==> src/rtl/uart_rx_fifo.sv <==
// uart_rx_fifo: first-word-fall-through byte queue written on each falling edge of rx_int.
// Define UART_RXF_DROP_OLD_EN to overwrite the oldest byte when a frame arrives while full.
module uart_rx_fifo #(
    parameter int DEPTH = 16,
    parameter int AW    = 4
) (
    input  logic          clk,
    input  logic          rst_n,
    input  logic [7:0]    rx_data,
    input  logic          rx_int,
    output logic [7:0]    dout,
    output logic          dout_valid,
    input  logic          dout_ready,
    output logic [AW:0]   fill_cnt,
    output logic          full,
    output logic          overflow,
    input  logic          ovf_clr
);
    logic [7:0]  r_mem [DEPTH];
    logic [AW:0] r_wr_ptr, r_rd_ptr;
    logic        r_rx_int_q, r_overflow;
    logic        w_wr, w_rd, w_full, w_ovf_evt, w_do_wr, w_do_rd;
    assign w_wr      = r_rx_int_q & ~rx_int;
    assign w_full    = (r_wr_ptr[AW] != r_rd_ptr[AW]) && (r_wr_ptr[AW-1:0] == r_rd_ptr[AW-1:0]);
    assign fill_cnt  = r_wr_ptr - r_rd_ptr;
    assign dout_valid = fill_cnt != '0;
    assign w_rd      = dout_valid & dout_ready;
    assign w_ovf_evt = w_wr & w_full & ~w_rd;
`ifdef UART_RXF_DROP_OLD_EN
    // write slot equals the head slot when full, so the oldest byte is replaced in place
    assign w_do_wr = w_wr;
    assign w_do_rd = w_rd | w_ovf_evt;
`else
    assign w_do_wr = w_wr & ~w_ovf_evt;
    assign w_do_rd = w_rd;
`endif
    assign dout     = r_mem[r_rd_ptr[AW-1:0]];
    assign full     = w_full;
    assign overflow = r_overflow;
    always_ff @(posedge clk) begin
        if (rst_n && w_do_wr)
            r_mem[r_wr_ptr[AW-1:0]] <= rx_data;
    end
    always_ff @(posedge clk) begin
        if (!rst_n) begin
            r_wr_ptr   <= '0;
            r_rd_ptr   <= '0;
            r_rx_int_q <= 1'b0;
            r_overflow <= 1'b0;
        end else begin
            r_rx_int_q <= rx_int;
            if (w_do_wr)
                r_wr_ptr <= r_wr_ptr + 1'b1;
            if (w_do_rd)
                r_rd_ptr <= r_rd_ptr + 1'b1;
            r_overflow <= w_ovf_evt ? 1'b1 : (ovf_clr ? 1'b0 : r_overflow);
        end
    end
endmodule

==> config.mk <==
export PLATFORM = sky130hd
export DESIGN_NAME = uart_rx_fifo
export DESIGN_NICKNAME = d
export VERILOG_FILES = /design/src/rtl/uart_rx_fifo.sv
export SDC_FILE = /design/constraint.sdc
export NUM_CORES = 1
export LEC_CHECK = 0
export ABC_AREA = 1
export ABC_CLOCK_PERIOD_IN_PS = 4900
export CAP_MARGIN = 15
export CORE_ASPECT_RATIO = 1.75
export CORE_UTILIZATION = 50
export DETAILED_ROUTE_END_ITERATION = 12
export DONT_BUFFER_PORTS = 1
export GPL_TIMING_DRIVEN = 0
export PLACE_DENSITY = 0.74
export SYNTH_ARGS = -nofsm -noshare
export SYNTH_HDL_FRONTEND = slang
export SYNTH_SLANG_ARGS = --single-unit
==> constraint.sdc <==
create_clock -name clk -period 4.9 [get_ports clk]
set_input_delay 1.47 -clock clk [delete_from_list [all_inputs] [get_ports clk]]
set_output_delay 1.47 -clock clk [all_outputs]
set_load 0.02 [all_outputs]
# Yosys cells after proc, flatten, opt, wreduce, memory -nomap -nowiden
# Memory sizes are Yosys's and may differ from the RTL's. A register that Yosys moved wholly into a read port is not among the register bits.
# Cells that the tools add are included.
# word_totals
register_bits,12
mem_bits_rw,128
in_bits,13
elab_cells,28
memories,1
# mem_list
memory,depth,width,rd,rd_ports_with_merged_regs,write_ports,line_no,source
r_mem,16,8,1,1,1,19,logic [7:0] r_mem [DEPTH];
# op_classes
n_addsub,3
n_eq_ne,2
mux,6
n_bitwise,8
reduce_logical,4
# op_table
cell,n
$add A5 B1 Y5 const B,2
$mux W4,2
$and A1 B1 Y1,5
$reduce_bool A5 Y1,1
$sub A5 B5 Y5,1
$eq A4 B4 Y1,1
$mux W1,4
$not A1 Y1,3
$logic_and A1 B1 Y1,2
$reduce_bool A2 Y1,1
$ne A1 B1 Y1,1

# Logic depth before layout (Yosys ltp)
# Gate-level depths: netlist of run 1.
# logic_depth
word_depth,10
depth_mapped,15

# Least setup slack after synthesis of run 1
# OpenSTA, ideal clock, no wires.
# synth_timing
kind,register to output
start,reg r_wr_ptr[0]
end,out dout_valid
arrival_ns,1.788
t_required_ns,3.430
setup_slack_ns,1.642
path_stages_with_launch,8
n_path_buf,0
path_cell_list,dfxtp_1 -> inv_1 -> ha_1 -> inv_1 -> fa_1 -> or2_1 -> nor2_1 -> nand3_2
# synth_via
elab_chain_len,2
# synth_lines
element,line_no,source
from (decl),20,"logic [AW:0] r_wr_ptr, r_rd_ptr;"
from (signal assigned),53,r_wr_ptr <= r_wr_ptr + 1'b1;
$sub A5 B5 Y5,25,assign fill_cnt = r_wr_ptr - r_rd_ptr;
net fill_cnt[1],14,"output logic [AW:0] fill_cnt,"
$reduce_bool A5 Y1,26,assign dout_valid = fill_cnt != '0;
to (decl),12,"output logic dout_valid,"
# The timed path passes the listed nets, and every way through them passes these cells.

# Worst setup path after layout of run 1
# Same ends and word-level chain as after synthesis.

==> results of run 1 <==
-- flip-flops by register name, summed over array words and instances, names as in the netlist, named ones only --
name	cells
overflow	1
r_mem	128
r_rd_ptr	5
r_rx_int_q	1
r_wr_ptr	5
-- critical path: stages, from the launching register on --
cell	delay, ps
dfxtp_1	410
inv_1	150
ha_1	230
inv_1	80
fa_1	530
or2_1	270
nor2_1	130
nand3_2	190
-- power by group through the flow --
stage | Combinational, uW | Sequential (uW) | Clock (uW)
3_5_place_dp | 346 | 1380 | 0
6_report | 350 | 1350 | 1330
3_3_place_gp | 339 | 1380 | 0
4_1_cts | 349 | 1350 | 1330
5_1_grt | 381 | 1350 | 1380
2_1_floorplan | 259 | 1370 | 0
-- cell usage after synthesis --
master    number  area [um^2]
mux2i_1       32        320.3
nand2_1       47        176.4
dfxtp_1       16        320.3
o211ai_1      32        240.2
clkinv_1       1        3.750
or2_2          1        6.260
nor2_4        10        112.6
nor3_1         2        10.01
inv_1         58        217.7
ha_1           9        112.6
clkinv_2       1        5.000
nand2_4        2        22.52
xor2_1         3        26.28
nand3_4        1        17.52
buf_6          1        11.26
buf_4          2        15.01
clkbuf_1      13        48.80
nand3_1       19        95.09
buf_12         1        20.02
nand3_2        1        10.01
edfxtp_1     128         3844
buf_2          7        35.03
fa_1           1        20.02
o21ai_1        1        5.000
nand2_2        3        18.77
a21oi_1       45        225.2
nor4_1         1        6.260
or2_1          1        6.260
nor4_4         1        21.27
nor2_1        18        67.56
o21ai_0       41        205.2
-- routing by layer --
| layer | up-vias | global-route usage [%] | routed length, um |
|---|---|---|---|
| met5 | - | 0 | 0 |
| met3 | 57 | 3.751 | 721 |
| met2 | 159 | 42.38 | 7631 |
| met1 | 1929 | 24.42 | 4832 |
| li1 | 1819 | - | - |
| met4 | 0 | 18.50 | 950 |
-- metrics by stage --
stage | setup slack, ps | cell area (um^2) | utilization [%] | total power [uW]
6_report | 1042 | 7071 | 58.58 | 3036
5_1_grt | 932.6 | 7071 | 58.58 | 3114
4_1_cts | 1040 | 7071 | 58.58 | 3035
3_5_place_dp | 1469 | 6452 | 53.46 | 1722
3_3_place_gp | 1537 | 6452 | 53.46 | 1715
2_1_floorplan | 1642 | 6246 | - | 1633
-- layout by cell type (no fill, tap or decap), types with 15 or more instances in the layout --
cell / count
o211ai_1: 32
nand3_1: 19
dfxtp_1: 16
clkbuf_1: 15
clkbuf_16: 17
a21oi_1: 45
o21ai_0: 41
nor2_1: 18
mux2i_1: 32
inv_1: 58
edfxtp_1: 128
nand2_1: 47
-- cell families after synthesis --
logic type / Yosys count / synth area share [%]
xor gates and xnor gates: 3 / 0.4207
AOI/OAI and AO/OA: 119 / 10.82
buffers and inverters: 84 / 5.709
adders and majority gates: 10 / 2.123
DFF: 144 / 66.67
and+or+nand+nor: 107 / 9.135
muxes: 32 / 5.128
-- final cells by class --
class | instances | area, um^2
plain buffers | 24 | 130.1
clock buffers | 19 | 432.9
clock inverters | 13 | 185.2
fillers | 978 | 4999
inverters | 60 | 226.5
multi-input cells | 271 | 1725
flip-flops and latches | 144 | 4164
well taps | 165 | 206.4
-- worst paths after layout --
kind                       startpoint                  endpoint  slack [ps]  depth (start not counted)
max          r_wr_ptr[0]$_SDFFE_PN0P_                dout_valid        1040                          7
min          r_rd_ptr[4]$_SDFFE_PN0N_  r_rd_ptr[4]$_SDFFE_PN0N_         490                          2
max reg2reg  r_wr_ptr[0]$_SDFFE_PN0P_     r_mem[9][4]$_DFFE_PP_        1510                         11
min reg2reg  r_rd_ptr[4]$_SDFFE_PN0N_  r_rd_ptr[4]$_SDFFE_PN0N_         490                          2
==> reports/qor.log, run 1 <==
qor: status.outcome completed
qor: die.initial_cell_density_of_the_core 51.75%
qor: synth.postSynthRegisterBits 144
qor: die.horizontal_extent_of_the_die 86.49 um
qor: worst_setup_path.critical_path_data_required_time 3430 ps
qor: place.placedCellCount 664
qor: die.num_rows 53
qor: power.p_leak 0.002454 uW
qor: die.dieHeight 149.9 um
qor: timing.min_period 3858 ps
qor: global_routing.first_pass_grt_wire_length 21710 um
qor: die.floorplan.die_area 12960 um^2
qor: timing.report.final.hold_viol_count 0
qor: place.detailed_place_hpwl 9756 um
qor: worst_setup_path.kind_of_start_point_of_the_critical_path flop
qor: power.vdd_drop_max 262.3 uV
qor: route.route.detailed.wl_per_inst 20.31 um
qor: timing.worst_clock_skew 6.797 ps
qor: clocking.clock_tree_root clkbuf_16
qor: layout.final_layout_size_suffix_gt1_share 11.49%
qor: synth.syn_area_per_cell 12.52 um^2
qor: power.switching_power 734.1 uW
qor: timing.max-slew-margin-rel 32.62%
qor: timing.hold-worst-slack 490.6 ps
qor: synth.synth_cell_types 31
qor: route.dr_total_vias 3964
qor: layout.antenna-diode-count 0
qor: timing.slew_viol_final 0
qor: timing.clock.fmax 259.2 MHz
qor: synth.netlist_instances 499
qor: power.pwr-share-seq 44.5%
qor: route.drt_pre_antenna_iters 6
qor: flow_run.cap_viol_max_count 0
qor: power.internal_power 2302 uW
qor: layout.area_growth 13.20%
qor: power.switching_share 24.18%
qor: timing.setup-tns-final 0 ps
qor: worst_setup_path.worstSetupEndpointType output port
qor: layout.final_cell_count_no_fill 696
qor: worst_setup_path.timing_worst_setup_path_type flop to output port
qor: timing.rsz0062_at_grt false
qor: power.power.share.clock 44.0%
qor: clocking.worstSkewPairLatency 410 ps
qor: clocking.clkSinkCount 144
qor: global_routing.number_of_global_route_vias_before_repair 4100
qor: worst_setup_path.critical_path_arrival 2390 ps
qor: place.gp_routability_congestion 0.9107
qor: route.drtIter0Drc 395
qor: synth.seq_area_frac_synth 66.67%
qor: die.design.core.area 12070 um^2
qor: route.drcViolationCount 0
qor: clocking.holdBufCountCts 0
qor: clocking.total_clock_buffers_created_by_cts 17
qor: route.detail-route-antenna-nets 0
qor: global_routing.globalRouteOverflowTotal 0
qor: global_routing.grt_max_degree 17
qor: die.io-pin-count 29
qor: timing.worstMarginPinSlew 1007 ps
qor: place.numPortBuffers 0
qor: worst_hold_path.worstHoldPathType flop to flop
qor: timing.setup_viol 0
qor: clocking.clkTransAtPathRegs 60 ps
qor: route.detail_route.vias_per_cell 5.695
qor: power.share_comb_of_total_power 11.5%
qor: worst_setup_path.largest_fanout_on_the_critical_path 5
qor: clocking.cts_resized 0
qor: timing.fin_crit_sh 78.74%
qor: synth.postSynthNetCount 522
qor: clocking.setup_repair_bufs_after_cts 0
qor: clocking.cts.htree.levels 4
qor: layout.layout.nets 541
qor: clocking.ctsLongestPathBuffers 2
qor: power.cellPowerDensity 429.4 nW/um^2
qor: route.drt-total-wl 14140 um
qor: global_routing.groute.usage.overall 23.80%
qor: global_routing.grt_antenna_before_repair 0
qor: synth.synth.yosys.warnings 0
qor: synth.syn_area 6246 um^2
qor: clocking.tritoncts built
Note: power is estimated with default switching activity, not from simulation.
==> inputs of run 2 (changes only) <==
ABC_CLOCK_PERIOD_IN_PS = 3650   (was 4900)
clock period = 3.65 ns   (was 4.9 ns; I/O delays follow)
==> results of run 2 <==
Same layout as run 1 (identical final DEF). Status: completed.
Main changes from that run: setup slack after placement 1469 ps -> 218.6 ps; setup slack after layout 1042 ps -> 166.6 ps; register-to-register setup slack 1510 ps -> 260 ps; total power 3036 uW -> 4075 uW; worst IR drop on VDD 262.3 uV -> 352.1 uV
